**config.mk**
```make
export PLATFORM = sky130hd
export DESIGN_NAME = c432_irq_sequencer
export DESIGN_NICKNAME = d
export VERILOG_FILES = /design/src/rtl/c432_irq_pkg.sv /design/src/rtl/c432_irq_qualifier.sv /design/src/rtl/c432_irq_sequencer.sv
export SDC_FILE = /design/constraint.sdc
export NUM_CORES = 1
export LEC_CHECK = 0
export BUFFER_PORTS_ARGS = -buffer_cell sky130_fd_sc_hd__buf_2
export CAP_MARGIN = 20
export CELL_PAD_IN_SITES_DETAIL_PLACEMENT = 1
export CELL_PAD_IN_SITES_GLOBAL_PLACEMENT = 1
export CORE_ASPECT_RATIO = 1.25
export CORE_MARGIN = 2
export CORE_UTILIZATION = 44
export DETAILED_ROUTE_END_ITERATION = 16
export HOLD_SLACK_MARGIN = 0.15
export PLACE_DENSITY_LB_ADDON = 0.1
export SETUP_SLACK_MARGIN = 0.15
export SYNTH_ARGS = -nofsm -noshare
export SYNTH_HDL_FRONTEND = slang
export SYNTH_SLANG_ARGS = --single-unit
```
**constraint.sdc**
```tcl
create_clock -name id_clk -period 4.5 [get_ports id_clk]
set_clock_uncertainty 0.1 [all_clocks]
set_input_delay 0.9 -clock id_clk [delete_from_list [all_inputs] [get_ports id_clk]]
set_output_delay 0.9 -clock id_clk [all_outputs]
set_load 0.01 [all_outputs]
```
**src/rtl/c432_irq_pkg.sv**
```systemverilog
// Shared types and constants for the c432 interrupt sequencer.
// The vector layout is {grp[1:0], chan[3:0]}; the clear line index is grp*9+chan.
package c432_irq_pkg;
  localparam int NUM_GRP = 3;
  localparam int NUM_CH  = 9;
  localparam int VEC_W   = 6;
  localparam int CLR_W   = 27;

  typedef enum logic [2:0] {IDLE, QUAL, PRESENT, CLEAR, HOLD} state_e;
  typedef enum logic [1:0] {GRP_A = 2'd0, GRP_B = 2'd1, GRP_C = 2'd2} grp_e;

  // grp*9 is built as grp*8 + grp to keep the index arithmetic multiplier-free
  function automatic logic [CLR_W-1:0] clr_onehot(input logic [VEC_W-1:0] vec);
    logic [4:0] idx;
    idx = {vec[5:4], 3'b000} + {3'b000, vec[5:4]} + {1'b0, vec[3:0]};
    return CLR_W'(1) << idx;
  endfunction
endpackage

```
**src/rtl/c432_irq_qualifier.sv**
```systemverilog
// Priority-resolves the encoder flags and tracks how long the resolved sample
// has been stable against a held snapshot.
module c432_irq_qualifier
  import c432_irq_pkg::*;
#(
  parameter int STABLE_CYC = 3
) (
  input  logic             i_clk,
  input  logic             i_rst,
  input  logic [2:0]       i_flags,   // {C, B, A}
  input  logic [3:0]       i_chan,
  input  logic             i_load,
  input  logic             i_track,
  output logic [VEC_W-1:0] o_cur,
  output logic [VEC_W-1:0] o_snap,
  output logic             o_req,
  output logic             o_illegal,
  output logic             o_stable
);
  localparam logic [3:0] STB_M1 = 4'(STABLE_CYC - 1);

  grp_e             w_grp;
  logic             w_match;
  logic [VEC_W-1:0] r_snap;
  logic [3:0]       r_cnt;

  always_comb begin
    w_grp = GRP_C;
    if (i_flags[0])      w_grp = GRP_A;
    else if (i_flags[1]) w_grp = GRP_B;
  end

  assign o_req     = |i_flags;
  assign o_illegal = o_req && (i_chan > 4'd8);
  assign o_cur     = {w_grp, i_chan};
  assign o_snap    = r_snap;
  assign w_match   = (o_cur == r_snap);
  assign o_stable  = o_req && !o_illegal && w_match && (r_cnt == STB_M1);

  always_ff @(posedge i_clk) begin
    if (i_rst) begin
      r_snap <= '0;
      r_cnt  <= '0;
    end else if (i_load) begin
      r_snap <= o_cur;
      r_cnt  <= 4'd1;
    end else if (i_track && o_req && !o_illegal) begin
      // any change in the sample restarts the stability window
      if (!w_match) begin
        r_snap <= o_cur;
        r_cnt  <= 4'd1;
      end else if (r_cnt != STB_M1) begin
        r_cnt <= r_cnt + 4'd1;
      end
    end
  end
endmodule

```
**src/rtl/c432_irq_sequencer.sv**
```systemverilog
// Qualifies c432 encoder output, hands one vector to the CPU via valid/ready,
// pulses the matching one-hot clear, then holds off. Option: C432_IRQ_SVC_COUNT_EN.
module c432_irq_sequencer
  import c432_irq_pkg::*;
#(
  parameter int STABLE_CYC  = 3,
  parameter int HOLDOFF_CYC = 2,
  parameter int CNT_W       = 16
) (
  input  logic             id_clk,
  input  logic             id_rst,
  input  logic             id_223gat,
  input  logic             id_329gat,
  input  logic             id_370gat,
  input  logic             id_421gat,
  input  logic             id_430gat,
  input  logic             id_431gat,
  input  logic             id_432gat,
  output logic             irq_valid,
  output logic [VEC_W-1:0] irq_vec,
  input  logic             irq_ready,
  output logic [CLR_W-1:0] clr_pulse,
  output logic             busy,
  output logic             err_illegal
`ifdef C432_IRQ_SVC_COUNT_EN
  ,
  output logic [CNT_W-1:0] svc_cnt_a,
  output logic [CNT_W-1:0] svc_cnt_b,
  output logic [CNT_W-1:0] svc_cnt_c
`endif
);
  localparam logic [3:0] HLD_M1 = 4'(HOLDOFF_CYC - 1);

  if (STABLE_CYC < 1 || STABLE_CYC > 15 || HOLDOFF_CYC < 0 || HOLDOFF_CYC > 15 || CNT_W < 1)
  begin : g_bad_param
    $error("c432_irq_sequencer: parameter out of range");
  end

  state_e           r_state, w_nxt_state;
  logic             r_valid, w_nxt_valid;
  logic [VEC_W-1:0] r_vec, w_nxt_vec;
  logic [CLR_W-1:0] r_clr, w_nxt_clr;
  logic             r_err, w_nxt_err;
  logic [3:0]       r_hcnt, w_nxt_hcnt;
  logic             w_load, w_track, w_xfer;
  logic [VEC_W-1:0] w_cur, w_snap;
  logic             w_req, w_illegal, w_stable;

  c432_irq_qualifier #(.STABLE_CYC(STABLE_CYC)) u_qual (
    .i_clk     (id_clk),
    .i_rst     (id_rst),
    .i_flags   ({id_370gat, id_329gat, id_223gat}),
    .i_chan    ({id_421gat, id_430gat, id_431gat, id_432gat}),
    .i_load    (w_load),
    .i_track   (w_track),
    .o_cur     (w_cur),
    .o_snap    (w_snap),
    .o_req     (w_req),
    .o_illegal (w_illegal),
    .o_stable  (w_stable)
  );

  always_comb begin
    w_nxt_state = r_state;
    w_nxt_valid = r_valid;
    w_nxt_vec   = r_vec;
    w_nxt_clr   = '0;
    w_nxt_err   = 1'b0;
    w_nxt_hcnt  = r_hcnt;
    w_load      = 1'b0;
    w_track     = 1'b0;
    w_xfer      = 1'b0;
    case (r_state)
      IDLE: begin
        if (w_illegal) begin
          w_nxt_err = 1'b1;
        end else if (w_req) begin
          if (STABLE_CYC == 1) begin
            w_nxt_vec   = w_cur;
            w_nxt_valid = 1'b1;
            w_nxt_state = PRESENT;
          end else begin
            w_load      = 1'b1;
            w_nxt_state = QUAL;
          end
        end
      end
      QUAL: begin
        w_track = 1'b1;
        if (w_illegal) begin
          w_nxt_err   = 1'b1;
          w_nxt_state = IDLE;
        end else if (!w_req) begin
          w_nxt_state = IDLE;
        end else if (w_stable) begin
          w_nxt_vec   = w_snap;
          w_nxt_valid = 1'b1;
          w_nxt_state = PRESENT;
        end
      end
      PRESENT: begin
        if (r_valid && irq_ready) begin
          w_xfer      = 1'b1;
          w_nxt_valid = 1'b0;
          w_nxt_clr   = clr_onehot(r_vec);
          w_nxt_state = CLEAR;
        end
      end
      CLEAR: begin
        w_nxt_hcnt = '0;
        if (HOLDOFF_CYC == 0) w_nxt_state = IDLE;
        else                  w_nxt_state = HOLD;
      end
      HOLD: begin
        if (r_hcnt == HLD_M1) w_nxt_state = IDLE;
        else                  w_nxt_hcnt  = r_hcnt + 4'd1;
      end
      default: w_nxt_state = IDLE;
    endcase
  end

  always_ff @(posedge id_clk) begin
    if (id_rst) begin
      r_state <= IDLE;
      r_valid <= 1'b0;
      r_vec   <= '0;
      r_clr   <= '0;
      r_err   <= 1'b0;
      r_hcnt  <= '0;
    end else begin
      r_state <= w_nxt_state;
      r_valid <= w_nxt_valid;
      r_vec   <= w_nxt_vec;
      r_clr   <= w_nxt_clr;
      r_err   <= w_nxt_err;
      r_hcnt  <= w_nxt_hcnt;
    end
  end

  assign irq_valid   = r_valid;
  assign irq_vec     = r_vec;
  assign clr_pulse   = r_clr;
  assign err_illegal = r_err;
  assign busy        = (r_state != IDLE);

`ifdef C432_IRQ_SVC_COUNT_EN
  logic [CNT_W-1:0] r_cnt_a, r_cnt_b, r_cnt_c;

  // saturating per-group transfer counts; only reset clears them
  always_ff @(posedge id_clk) begin
    if (id_rst) begin
      r_cnt_a <= '0;
      r_cnt_b <= '0;
      r_cnt_c <= '0;
    end else if (w_xfer) begin
      case (r_vec[5:4])
        2'd0:    if (r_cnt_a != '1) r_cnt_a <= r_cnt_a + 1'b1;
        2'd1:    if (r_cnt_b != '1) r_cnt_b <= r_cnt_b + 1'b1;
        2'd2:    if (r_cnt_c != '1) r_cnt_c <= r_cnt_c + 1'b1;
        default: ;
      endcase
    end
  end

  assign svc_cnt_a = r_cnt_a;
  assign svc_cnt_b = r_cnt_b;
  assign svc_cnt_c = r_cnt_c;
`endif
endmodule

```
# [After elaboration in Yosys (flattened, before gate mapping)]
# Cells that the tools add are included.
[totals] ff_bits=52 inputBits=10 wordCells=93
[op_classes] addsub=4 n_lt_le_gt_ge=1 n_eq_ne=20 shift=1 n_mux=29 bitwise=4 reduce_logical=25
[ops] cell="1-bit by 5-bit << shifter with 27-bit output, first input constant" n=1
[ops] cell="3-bit 2-to-1 mux" n=7
[ops] cell="6-bit 2-to-1 mux" n=3
[ops] cell="3-bit one-hot mux with 5 select lines" n=1
[ops] cell="4-bit 2-to-1 mux" n=3
[ops] cell="2-bit inequality test, second input constant" n=6
[ops] cell="1-bit 2-to-1 mux" n=11
[ops] cell="5-bit AND reduction" n=2
[ops] cell="4-bit by 1-bit adder with 4-bit output, second input constant" n=2
[ops] cell="2-bit by 1-bit inequality test with 1-bit output, second input constant" n=4
[ops] cell="4-bit one-hot mux with 2 select lines" n=1
[ops] cell="2-bit AND reduction" n=4
[ops] cell="1-bit logical AND" n=7
[ops] cell="3-bit by 2-bit == test with 1-bit output, second input constant" n=2
[ops] cell="6-bit == test" n=1
[ops] cell="2-bit nonzero test" n=3
[ops] cell="2-bit OR reduction" n=3
[ops] cell="3-bit OR reduction" n=2
[ops] cell="5-bit by 2-bit adder with 5-bit output" n=1
[ops] cell="5-bit by 4-bit adder with 5-bit output" n=1
[ops] cell="4-bit by 1-bit == test with 1-bit output, second input constant" n=1
[ops] cell="4-bit by 2-bit == test with 1-bit output, second input constant" n=1
[ops] cell="4-bit > comparator, second input constant" n=1
[ops] cell="2-bit 2-to-1 mux" n=2
[ops] cell="other kinds (11)" n=14

# [Logic depth before layout (Yosys ltp)]
# Gate-level depths: netlist of the first run.
[logic_depth] depth_word=10 depth_mapped=8 ltp_nobuf=7

# [Hierarchy]
# Synthesis of the first run repeated with hierarchy kept, for this count alone.
[hier_totals] cells_unflattened=271 hier_area_um2=2544.9
[modules_own_cells] module="c432_irq_sequencer" n_inst=1 cells_per_inst=169 area_per_inst_um2=1685.4
[modules_own_cells] module="c432_irq_qualifier" n_inst=1 cells_per_inst=102 area_per_inst_um2=859.6

# [Worst setup path before layout of the first run]
# OpenSTA, ideal clock, no wires.
[synth_timing] path_kind="in2reg" from="in id_432gat" to="reg u_qual.r_snap[0] (netlist: u_qual.o_snap[0])" arrival_ns=2.185 required_time_ns=4.328 slack_ns=2.143 stages=4 cell_sequence="o31a_1 -> or4_4 -> a31oi_4 -> mux2i_1"
[synth_via] elab_chain_len=6 word_cells_on_any_way=13 cone_classes="order compare (1); eq/ne (2); mux (5); reduce/logical (5)"
[synth_lines] element="from (decl)" line_no="c432_irq_sequencer.sv:18" rtl="input logic id_432gat,"
[synth_lines] element="4-bit > comparator" line_no="c432_irq_qualifier.sv:34" rtl="assign o_illegal = o_req && (i_chan > 4'd8);"
[synth_lines] element="1-bit logical AND" line_no="c432_irq_qualifier.sv:34"
[synth_lines] element="1-bit 2-to-1 mux or 1-bit zero test (tied branches)" line_no="c432_irq_sequencer.sv:75, c432_irq_qualifier.sv:47"
[synth_lines] element="1-bit 2-to-1 mux or 1-bit logical AND (tied branches)" line_no="c432_irq_sequencer.sv:73, c432_irq_qualifier.sv:47"
[synth_lines] element="2-bit by 1-bit inequality test with 1-bit output (no source line) or 2-bit nonzero test (tied branches)"
[synth_lines] element="2-bit AND reduction (no source line)"
[synth_lines] element="to (signal assigned)" line_no="c432_irq_qualifier.sv:45" rtl="r_snap <= o_cur;"
[synth_lines] element="to (signal assigned)" line_no="c432_irq_qualifier.sv:50" rtl="r_snap <= o_cur;"
[synth_lines] element="to (decl)" line_no="c432_irq_qualifier.sv:24" rtl="logic [VEC_W-1:0] r_snap;"
# Parallel ways exist; a longest one is shown, timed or not. The select of a mux whose other input is x is not followed.
# A chain may end at the register's enable or synchronous reset.

# [Worst setup path after layout of the first run]
[layout_timing] from="reg r_vec[4] (netlist: irq_vec[4])" to="reg r_clr[18] (netlist: clr_pulse[18])"
[layout_via] elab_chain_len=3
[layout_lines] element="from (decl)" line_no="c432_irq_sequencer.sv:41" rtl="logic [VEC_W-1:0] r_vec, w_nxt_vec;"
[layout_lines] element="from (signal assigned)" line_no="c432_irq_sequencer.sv:133" rtl="r_vec <= w_nxt_vec;"
[layout_lines] element="5-bit by 2-bit adder with 5-bit output" line_no="c432_irq_pkg.sv:15" rtl="idx = {vec[5:4], 3'b000} + {3'b000, vec[5:4]} + {1'b0, vec[3:0]};"
[layout_lines] element="5-bit by 4-bit adder with 5-bit output" line_no="c432_irq_pkg.sv:15"
[layout_lines] element="1-bit by 5-bit << shifter with 27-bit output" line_no="c432_irq_pkg.sv:16" rtl="return CLR_W'(1) << idx;"
[layout_lines] element="to (signal assigned)" line_no="c432_irq_sequencer.sv:134" rtl="r_clr <= w_nxt_clr;"
[layout_lines] element="to (decl)" line_no="c432_irq_sequencer.sv:42" rtl="logic [CLR_W-1:0] r_clr, w_nxt_clr;"
# No other way between the ends.

==> metrics.md, run 1 <==
| Metric | Value |
|---|---|
| Hold WS | 0.4130 ns |
| Antenna viol nets, final | 0 |
| Port bufs | 45 |
| Mapped Avg Cell Area | 9.526 um2 |
| Nature of the critical path startpoint | register |
| Hold crit path type | register to register |
| Hold Buf Count CTS | 0 |
| Num Clock Sinks | 52 |
| Worst endpoint data arrival time | 2.71 ns |
| Hold-critical path depth | 2 |
| Synth Cell Area | 0.002267 mm2 |
| CP cell instances | ha_1 > inv_1 > fa_1 > xor2_1 > nand2b_1 > nor3_1 |
| First-pass DRT Iterations | 4 |
| Antenna fix cells | 0 |
| GRT Overall Usage | 0.2039 |
| Final period util | 0.5821 |
| Clk buf depth | 2 |
| Syn_nets | 256 |
| Die Wd | 68.21 um |
| Cell variety after synth | 46 |
| Vias/cell | 5.548 |
| TritonCTS buffer count | 5 |
| Share of cells above drive strength 1 | 0.2258 |
| Post-DP HPWL | 4134 um |
| Most used DFF post-synth | dfxtp_1 |
| First-pass GRT wire length | 9039 um |
| Worst-path fanout max | 16 |
| Max Freq | 381.8 MHz |
| Wirelength per Cell | 15.85 um |
| Post-synth ARST share | 0 |
| Worst-Margin Slew | 1.075 ns |
| Initial Utilization | 0.4528 |
| Nets@finish | 297 |
| TritonCTS clock tree | yes |
| PD cells | 336.6 mW/mm2 |
| #FFs+latches synth | 52 |
| Root Driver | clkbuf_8 |
| YS warnings | 0 |
| Mapped Cells | 238 |
| Post-layout min period | 2.620 ns |
| Routability Congestion | 0.7897 |
| Initial antenna violation count | 0 |
| CP max stage delay | 0.85 ns |
| Post-CTS sizing | 0 |
| WL final | 5405 um |
| Worst VDD drop | 0.1823 mV |
| Cells on worst reg2reg path | 6 |
| DP Worst Slack | 1.767 ns |
| H-tree Lvls | 2 |
| Via Count | 1892 |
| Outcome | finished, final reports clean |
| Die Y-Extent | 84.26 um |
| Starting DRT DRC Count | 81 |
| Final hold vios | 0 |
| Worst Path Required | 4.59 ns |
| Rows | 29 |
| Vias in the first global route | 1906 |
| Largest net degree at the start of global routing | 21 |
| Total gr overflow | 0 |
| Fin worst setup slack | 1.881 ns |
| Max-slew headroom | 0.2812 |
| Area Overhead vs Synth | 16.67% |
| Setup_tns | 0 ns |
| Max Slew Vio Count | 0 |
| Final Core Density | 0.5282 |
| Remaining DRCs | 0 |
| CTS clk-pin slew, worst paths | 0.09 ns |
| Setup Fix Bufs, Post-CTS | 0 |
| DIE AREA | 0.005747 mm2 |
| RSZ-0062 raised after global routing | no |
| EDFF count, synth | 0 |
| FILL cells | 596 |
| Max cap viols | 0 |
| Count of final setup violators | 0 |
| Slowest-stage cell, CP | xor2_1 |
| Crit. End Element | register |
| Sequential area share after synthesis | 0.4592 |
| Top-Level Pins | 46 |
| Crit Path Category | register to register |
| Core ar. | 0.005007 mm2 |
| Worst-Skew Late Latency | 0.30 ns |
| Lkg Pwr | 0.001100 uW |
-- cell families after synthesis --
| logic type | after synthesis | synth area share |
|---|---|---|
| fa+ha+maj | 8 | 0.04746 |
| xor+xnor | 8 | 0.03091 |
| simple gates | 107 | 0.2726 |
| flops | 52 | 0.4592 |
| compound gates | 30 | 0.09493 |
| buf+inv | 21 | 0.04195 |
| mux | 12 | 0.05298 |
-- path summary, 6_finish.rpt --
path                                start                        to  slack (ns)
setup / recovery  irq_vec[4]$_SDFFE_PP0P_  clr_pulse[18]$_SDFF_PP0_        1.88
setup reg to reg  irq_vec[4]$_SDFFE_PP0P_  clr_pulse[18]$_SDFF_PP0_        1.88
hold / removal     irq_valid$_SDFFE_PP0P_    irq_valid$_SDFFE_PP0P_        0.41
hold reg to reg    irq_valid$_SDFFE_PP0P_    irq_valid$_SDFFE_PP0P_        0.41
-- synthesized netlist by cell type (2+ instances only) --
| library cell | n | share of area |
|---|---|---|
| dfxtp_1 | 52 | 0.46 |
| nand2_1 | 22 | 0.036 |
| nor3_1 | 18 | 0.040 |
| nor4_1 | 14 | 0.039 |
| mux2i_1 | 12 | 0.053 |
| inv_1 | 9 | 0.015 |
| nand2b_1 | 9 | 0.025 |
| nand3_1 | 9 | 0.020 |
| a21oi_1 | 8 | 0.018 |
| nand4_1 | 8 | 0.022 |
| clkbuf_1 | 7 | 0.012 |
| ha_1 | 7 | 0.039 |
| a31oi_1 | 6 | 0.017 |
| o21ai_0 | 5 | 0.011 |
| xor2_1 | 5 | 0.019 |
| nor2_1 | 4 | 0.0066 |
| or3_1 | 4 | 0.011 |
| and3_1 | 3 | 0.0083 |
| nor3b_1 | 3 | 0.0099 |
| or2_2 | 3 | 0.0083 |
| xnor2_1 | 3 | 0.012 |
| buf_2 | 2 | 0.0044 |
| dlygate4sd1_1 | 2 | 0.0077 |
-- per-stage QoR --
step | power, uW | std cells | cell area (um2)
floorplan | 518.7 | 238 | 2267
global placement | 533.7 | 333 | 2509
detailed placement | 534.7 | 334 | 2516
CTS | 902.1 | 341 | 2645
global route | 923.2 | 341 | 2645
finish | 890.4 | 341 | 2645
-- report_power, final --
| part | switching (uW) | internal (uW) |
|---|---|---|
| combinational | 33.2 | 19.9 |
| sequential | 5.80 | 465 |
| clock | 147 | 219 |
| total | 186 | 704 |
-- sequential cells by signal, summed over array words and instances, names as in the netlist --
register and cells:
clr_pulse 27, irq_vec 6, u_qual.o_snap 6, r_hcnt 4
u_qual.r_cnt 4, r_state 3, err_illegal 1, irq_valid 1
-- cells in the final DEF, fill, tap and decap left out, types with 7 or more instances in the layout --
cell and count:
dfxtp_1 52, buf_2 45, nand2_1 22, nor3_1 18, nor4_1 14, mux2i_1 12
inv_1 9, nand2b_1 9, nand3_1 9, a21oi_1 8, nand4_1 8, ha_1 7
-- critical path, delay by kind of cell, from the launching register on --
kind / cells / cell delay, ns
buffers and inverters: 1 / 0.06
DFF: 1 / 0.40
and+or+nand+nor: 2 / 0.53
xor gates and xnor gates: 1 / 0.85
adders and majority gates: 2 / 0.58
-- per-layer routing --
| layer | up-vias | GRT usage | part of all wire |
|---|---|---|---|
| li1 | 951 | - | - |
| met1 | 887 | 0.2483 | 0.43 |
| met2 | 48 | 0.3592 | 0.52 |
| met3 | 6 | 0.03351 | 0.041 |
| met4 | 0 | 0.05818 | 0.014 |
| met5 | - | 0 | 0 |
-- cell type report --
class,count,area [um2],area share
Clock buffer,5,68.82,0.02602
Clock inverter,2,60.06,0.02271
Inverter,9,33.78,0.01277
Multi-Input combinational cell,165,1131,0.4276
Sequential cell,52,1041,0.3936
Tap cell,62,77.57,0.02933
Timing Repair Buffer,46,232.7,0.08798
No activity file was read; power rests on OpenSTA's default activity.
==> run 2, diff against run 1 <==
Settings changed: CORE_UTILIZATION 44 to 41.
Clock period 4.5 ns to 2.7 ns, I/O delays scaled along.
==> run 2 against run 1 <==
Critical path depth up 2. Maximum frequency increased by 20%. Die area up 6.9%. Core utilization shrank 3.0 points. Final cell count is 2.3% higher. Via count rose by 1.6%. Worst hold slack got worse by 0.023 ns. First-iteration DRC count shrank 20%. Sequential power grew 67%. Clock-buffer cell count unchanged. Highest routed layer unchanged.
==> metrics.md, run 2 (synthesis results as in run 1) <==
| Metric | Value |
|---|---|
| Outcome | finished, final reports clean |
| Share of cells above drive strength 1 | 0.2456 (+0.01981) |
| Final hold vios | 0 (unchanged) |
| Final Core Density | 0.4984 (-0.02987) |
| WL final | 5532 um (+2.3%) |
| Crit Path Category | register to register |
| Placed instance area | 0.002556 mm2 (+1.6%) |
| Post-CTS sizing | 0 (unchanged) |
| Worst-Margin Slew | 0.6261 ns (-0.4485 ns) |
| Lkg Pwr | 0.001119 uW (+1.7%) |
| Worst VDD drop | 0.2204 mV (+21%) |
| Max Slew Vio Count | 0 (unchanged) |
| Crit. End Element | register |
| Root Driver | clkbuf_8 |
| Worst-path fanout max | 12 (-4) |
| First-pass DRT Iterations | 4 (unchanged) |
| Vias in the first global route | 1930 (+1.3%) |
| Setup Fix Bufs, Post-CTS | 0 (unchanged) |
| Die Wd | 70.51 um (+3.4%) |
| Largest net degree at the start of global routing | 17 (-19%) |
| Antenna fix cells | 0 (unchanged) |
| CTS clk-pin slew, worst paths | 0.09 ns (about the same) |
| Slowest-stage cell, CP | fa_1 |
| Worst Path Required | 2.81 ns (-1.78 ns) |
| Wirelength per Cell | 15.85 um (about the same) |
| Combinational Power Share | 0.065 (+0.005) |
| TritonCTS clock tree | yes |
| Largest register FFs | 27 (unchanged) |
| Sw Pwr | 335.0 uW (+80%) |
| Pint | 1086 uW (+54%) |
| CP cell instances | ha_1 > inv_1 > fa_1 > inv_1 > a31oi_1 > xnor2_1 > buf_4 > nor4_1 |
| Final Cell Area | 0.002675 mm2 (+1.1%) |
| Count of final setup violators | 0 (unchanged) |
| Antenna viol nets, final | 0 (unchanged) |
| Hold Buf Count CTS | 0 (unchanged) |
| Routability Congestion | 0.8048 (+1.9%) |
| Clock network fraction of design power | 0.382 (-0.029) |
| Hold WS | 0.3898 ns (-0.02320 ns) |
| Top-Level Pins | 46 (unchanged) |
| Starting DRT DRC Count | 65 (-20%) |
| Sequential Power Share | 0.553 (+0.024) |
| RSZ-0062 raised after global routing | no |
| Port bufs | 45 (unchanged) |
| Clk buf depth | 2 (unchanged) |
| Nature of the critical path startpoint | register |
| Max cap viols | 0 (unchanged) |
| Rows | 30 (+3.4%) |
| Initial antenna violation count | 0 (unchanged) |
| Die Y-Extent | 87.14 um (+3.4%) |
| CP max stage delay | 0.39 ns (-0.46 ns) |
| Most frequent CP cell | inv_1 |
| DIE AREA | 0.006144 mm2 (+6.9%) |
| Final period util | 0.8056 (+0.2235) |
| Worst endpoint data arrival time | 2.28 ns (-0.43 ns) |
| Max Freq | 459.8 MHz (+20%) |
| PD cells | 531.0 mW/mm2 (+58%) |
| Commonest non-fill, non-tap cell in the layout | dfxtp_1 |
| Num Clock Sinks | 52 (unchanged) |
| Worst-Skew Late Latency | 0.31 ns (about the same) |
| FILL cells | 661 (+11%) |
| Post-DP HPWL | 4170 um (+0.87%) |
| Post-layout min period | 2.175 ns (-0.4444 ns) |
| Remaining DRCs | 0 (unchanged) |
| Area Overhead vs Synth | 17.99% |
| Core ar. | 0.005368 mm2 (+7.2%) |
| Sw frac | 0.2358 (+0.02651) |
| First-pass GRT wire length | 9342 um (+3.4%) |
| Vias/cell | 5.510 (-0.69%) |
| Hold crit path type | register to register |
| Total gr overflow | 0 (unchanged) |
| Initial Utilization | 0.4224 (-0.03040) |
| Leading cell types in the layout, fill and taps excluded | 52 x dfxtp_1, 45 x buf_2, 22 x nand2_1 |
| Via Count | 1923 (+1.6%) |
| Setup_tns | 0 ns (unchanged) |
| TritonCTS buffer count | 5 (unchanged) |
| Nets@finish | 302 (+1.7%) |
| GRT Overall Usage | 0.1909 (-0.01303) |
| Total Power | 1421 uW (+60%) |
| Max-slew headroom | 0.5817 (+0.3005) |
| H-tree Lvls | 2 (unchanged) |
## run 2: cell count changes in the layout (fill, tap and decap cells not counted), sizes merged
cell,change
buf,+5
bufinv,-1
clkinv,+1
clkinvlp,+1
## run 2: layout make-up
class	instances	area, um2	area share
clock buffer	5	68.82	0.02572
sequential	52	1041	0.3891
inverter	9	33.78	0.01263
timing repair buffer	51	270.3	0.1010
tap	64	80.08	0.02993
multi-input combinational	165	1139	0.4256
clock inverter	3	42.54	0.01590
## run 2: routing by layer
layer	up-vias	track usage	part of all wire
met5	-	0	0
met4	0	0.05769	0.011
met3	7	0.03125	0.038
met2	40	0.3533	0.53
met1	919	0.2248	0.43
li1	957	-	-
## run 2: path summary, 6_finish.rpt
check,startpoint,endpoint,slack [ns],depth (start not counted)
hold / removal,irq_vec[0]$_SDFFE_PP0P_,irq_vec[0]$_SDFFE_PP0P_,0.39,2
setup reg to reg,irq_vec[4]$_SDFFE_PP0P_,clr_pulse[14]$_SDFF_PP0_,0.52,8
setup / recovery,irq_vec[4]$_SDFFE_PP0P_,clr_pulse[14]$_SDFF_PP0_,0.52,8
hold reg to reg,irq_vec[0]$_SDFFE_PP0P_,irq_vec[0]$_SDFFE_PP0P_,0.39,2
## run 2: critical path: cells and delay by family, from the launching register on
family | cells | cell delay [ns]
compound gates | 1 | 0.15
xor+xnor | 1 | 0.23
fa+ha+maj | 2 | 0.58
buf+inv | 3 | 0.35
flops | 1 | 0.38
simple gates | 1 | 0.28
## run 2: stage by stage
| step | setup slack [ns] | cells |
|---|---|---|
| floorplan | 0.5129 | 238 |
| global placement | 0.1398 | 340 |
| detailed placement | 0.2757 | 341 |
| CTS | 0.2603 | 349 |
| global route | 0.3956 | 349 |
| finish | 0.5249 | 349 |
## run 2: power groups by stage
| stage | Sequential [uW] | Combinational (uW) | Clock, uW |
|---|---|---|---|
| after detailed placement | 803 | 92.9 | 0 |
| after global placement | 803 | 91.8 | 0 |
| after CTS | 785 | 93.1 | 560 |
| final | 785 | 92.5 | 543 |
| after floorplan | 799 | 65.5 | 0 |
| after global routing | 788 | 103 | 594 |
==> run 3, diff against run 2 <==
Settings changed: CORE_UTILIZATION 41 to 37.
Clock period 2.7 ns to 2 ns, I/O delays scaled along.
==> run 3 against run 2 <==
Design area rose by 22%. Final cell count rose by 13%. Sequential share of layout area fell by 6.6 points. First-iteration DRC count rose by 3.1%. Worst setup slack got worse by 0.47 ns. Non-clock buffer count rose by 28. Power rose by 39%. Flip-flop and latch count did not move. Core utilization rose by 5.8 points. Maximum frequency rose by 12%. Register-to-register slack got worse by 0.47 ns. Largest cell class unchanged.
==> metrics.md, run 3 (synthesis results as in run 1) <==
| Metric | Value |
|---|---|
| Share of cells above drive strength 1 | 0.4395 (+0.1939) |
| Final Cell Area | 0.003259 mm2 (+22%) |
| Nature of the critical path startpoint | register |
| FF/Latch Area | 0.001055 mm2 (+1.3%) |
| Cells on worst reg2reg path | 6 (-2) |
| Final period util | 0.9745 (+0.1689) |
| Largest net degree at the start of global routing | 18 (+1) |
| Rows | 31 (+3.3%) |
| First-pass GRT wire length | 10250 um (+9.8%) |
| Pint | 1521 uW (+40%) |
| Max Freq | 513.1 MHz (+12%) |
| Port bufs | 45 (unchanged) |
| Post-layout min period | 1.949 ns (-0.2261 ns) |
| R2R Path Start | irq_vec[0]$_SDFFE_PP0P_ |
| Largest register FFs | 27 (unchanged) |
| Multi-input gate area | 0.001423 mm2 (+25%) |
| Sw Pwr | 447.4 uW (+34%) |
| DIE AREA | 0.006774 mm2 (+10%) |
| Combinational Power Share | 0.078 (+0.013) |
| Via Count | 2073 (+7.8%) |
| Num Clock Sinks | 52 (unchanged) |
| Top-Level Pins | 46 (unchanged) |
| Crit Path Category | register to register |
| Hold crit path type | input port to register |
| Routability Congestion | 0.7935 (-1.4%) |
| Total Power | 1968 uW (+39%) |
| Antenna fix cells | 0 (unchanged) |
| Nets@finish | 331 (+9.6%) |
| Wirelength per Cell | 16.35 um (+3.1%) |
| Initial antenna violation count | 0 (unchanged) |
| Worst-Skew Late Latency | 0.31 ns (about the same) |
| Hold WS | 0.2764 ns (-0.1134 ns) |
| Placed cell count | 381 (+12%) |
| Leading cell types in the layout, fill and taps excluded | 47 x dfxtp_1, 45 x buf_2, 27 x buf_4 |
| Final hold vios | 0 (unchanged) |
| Lkg Pwr | 0.001346 uW (+20%) |
| First-pass DRT Iterations | 4 (unchanged) |
| WL final | 6473 um (+17%) |
| TritonCTS clock tree | yes |
| Worst reg-to-reg setup slack | 0.05 ns (-0.47 ns) |
| Max-slew headroom | 0.7052 (+0.1235) |
| Starting DRT DRC Count | 67 (+3.1%) |
| Hold Buf Count CTS | 0 (unchanged) |
| Worst endpoint data arrival time | 2.07 ns (-0.21 ns) |
| Sw frac | 0.2273 (-0.008512) |
| Worst-path fanout max | 5 (-7) |
| FILL cells | 657 (-0.61%) |
| CTS clk-pin slew, worst paths | 0.09 ns (about the same) |
| Count of final setup violators | 0 (unchanged) |
| Worst Setup SP | irq_vec[0]$_SDFFE_PP0P_ |
| Area Overhead vs Synth | 43.76% |
| Die Y-Extent | 91.52 um (+5.0%) |
| Outcome | finished, final reports clean |
| Root Driver | clkbuf_8 |
| Worst-Margin Slew | 0.4422 ns (-0.1840 ns) |
| Crit. End Element | register |
| GRT Overall Usage | 0.1957 (+0.004826) |
| Die Wd | 74.02 um (+5.0%) |
| CP endpoint | clr_pulse[24]$_SDFF_PP0_ |
| Placed instance area | 0.002788 mm2 (+9.1%) |
| Sequential Power Share | 0.535 (-0.018) |
| PD cells | 603.8 mW/mm2 (+14%) |
| Worst VDD drop | 0.4375 mV (+98%) |
| Clock network fraction of design power | 0.387 (+0.005) |
| RSZ-0062 raised after global routing | yes |
| Clk buf depth | 2 (unchanged) |
| Worst Path Required | 2.12 ns (-0.69 ns) |
| Post-DP HPWL | 4489 um (+7.7%) |
| Total gr overflow | 0 (unchanged) |
| Core ar. | 0.005857 mm2 (+9.1%) |
| Reg2reg end | clr_pulse[24]$_SDFF_PP0_ |
| Commonest non-fill, non-tap cell in the layout | dfxtp_1 |
| Initial Utilization | 0.3871 (-0.03528) |
| Remaining DRCs | 0 (unchanged) |
| Max cap viols | 0 (unchanged) |
| Max Slew Vio Count | 0 (unchanged) |
| Worst hold start | id_430gat |
| H-tree Lvls | 2 (unchanged) |
| TritonCTS buffer count | 5 (unchanged) |
| Count of non-filler cells in the finished layout | 396 (+13%) |
| Antenna viol nets, final | 0 (unchanged) |
| Vias/cell | 5.235 (-5.0%) |
| Vias in the first global route | 2059 (+6.7%) |
-- run 3: final cells by class --
| class | instances | share of cell area |
|---|---|---|
| multi-input cells | 166 | 0.4365 |
| flip-flops and latches | 52 | 0.3236 |
| repair buffers | 79 | 0.1608 |
| well taps | 82 | 0.03148 |
| clock buffers | 6 | 0.02534 |
| clock inverters | 2 | 0.01190 |
| inverters | 9 | 0.01036 |
-- run 3: what timing repair did --
action                                  4_1_cts  5_1_grt
pin swaps                                     4        2
cloned                                        1        1
buffers inserted                              1        4
endpoints found under the setup margin       31       31
resized for setup                            24       27
hold endpoints to repair                      0        0
-- run 3: routing by layer --
layer | track usage | part of all wire
met5 | 0 | 0
met4 | 0.05455 | 0.012
met3 | 0.03552 | 0.036
met2 | 0.3564 | 0.56
met1 | 0.2261 | 0.39
-- run 3: worst min-delay path by stage --
stage | cells past startpoint | endpoint | slack [ns]
after floorplan | 2 | irq_vec[0]$_SDFFE_PP0P_ | 0.36
after global placement | 2 | irq_valid$_SDFFE_PP0P_ | 0.38
after detailed placement | 2 | irq_valid$_SDFFE_PP0P_ | 0.39
after CTS | 3 | u_qual.o_snap[2]$_SDFFE_PP0P_ | 0.27
after global routing | 3 | u_qual.o_snap[2]$_SDFFE_PP0P_ | 0.30
final | 3 | u_qual.o_snap[2]$_SDFFE_PP0P_ | 0.28
-- run 3: worst max-delay path: stages (launching register included) --
cell,delay (ns)
dfxtp_2,0.36
ha_4,0.14
inv_2,0.03
fa_2,0.59
nand2b_2,0.13
nand2b_2,0.26
nor3_1,0.23
-- run 3: per-stage QoR --
stage          setup slack [ns]    util  setup TNS [ns]
6_report                0.05105  0.5565               0
2_1_floorplan            0.1430       -               0
5_1_grt                -0.07065  0.5565         -0.2117
4_1_cts                  0.1023  0.5262               0
3_5_place_dp            -0.1933  0.4760          -3.764
3_3_place_gp            -0.1072  0.4760          -1.685
-- run 3: power by group through the flow --
stage	clock (uW)	sequential, uW	combinational, uW
floorplan	0	1080	88.5
global placement	0	1080	151
detailed placement	0	1080	154
CTS	778	1060	154
global route	833	1060	169
finish	762	1050	153
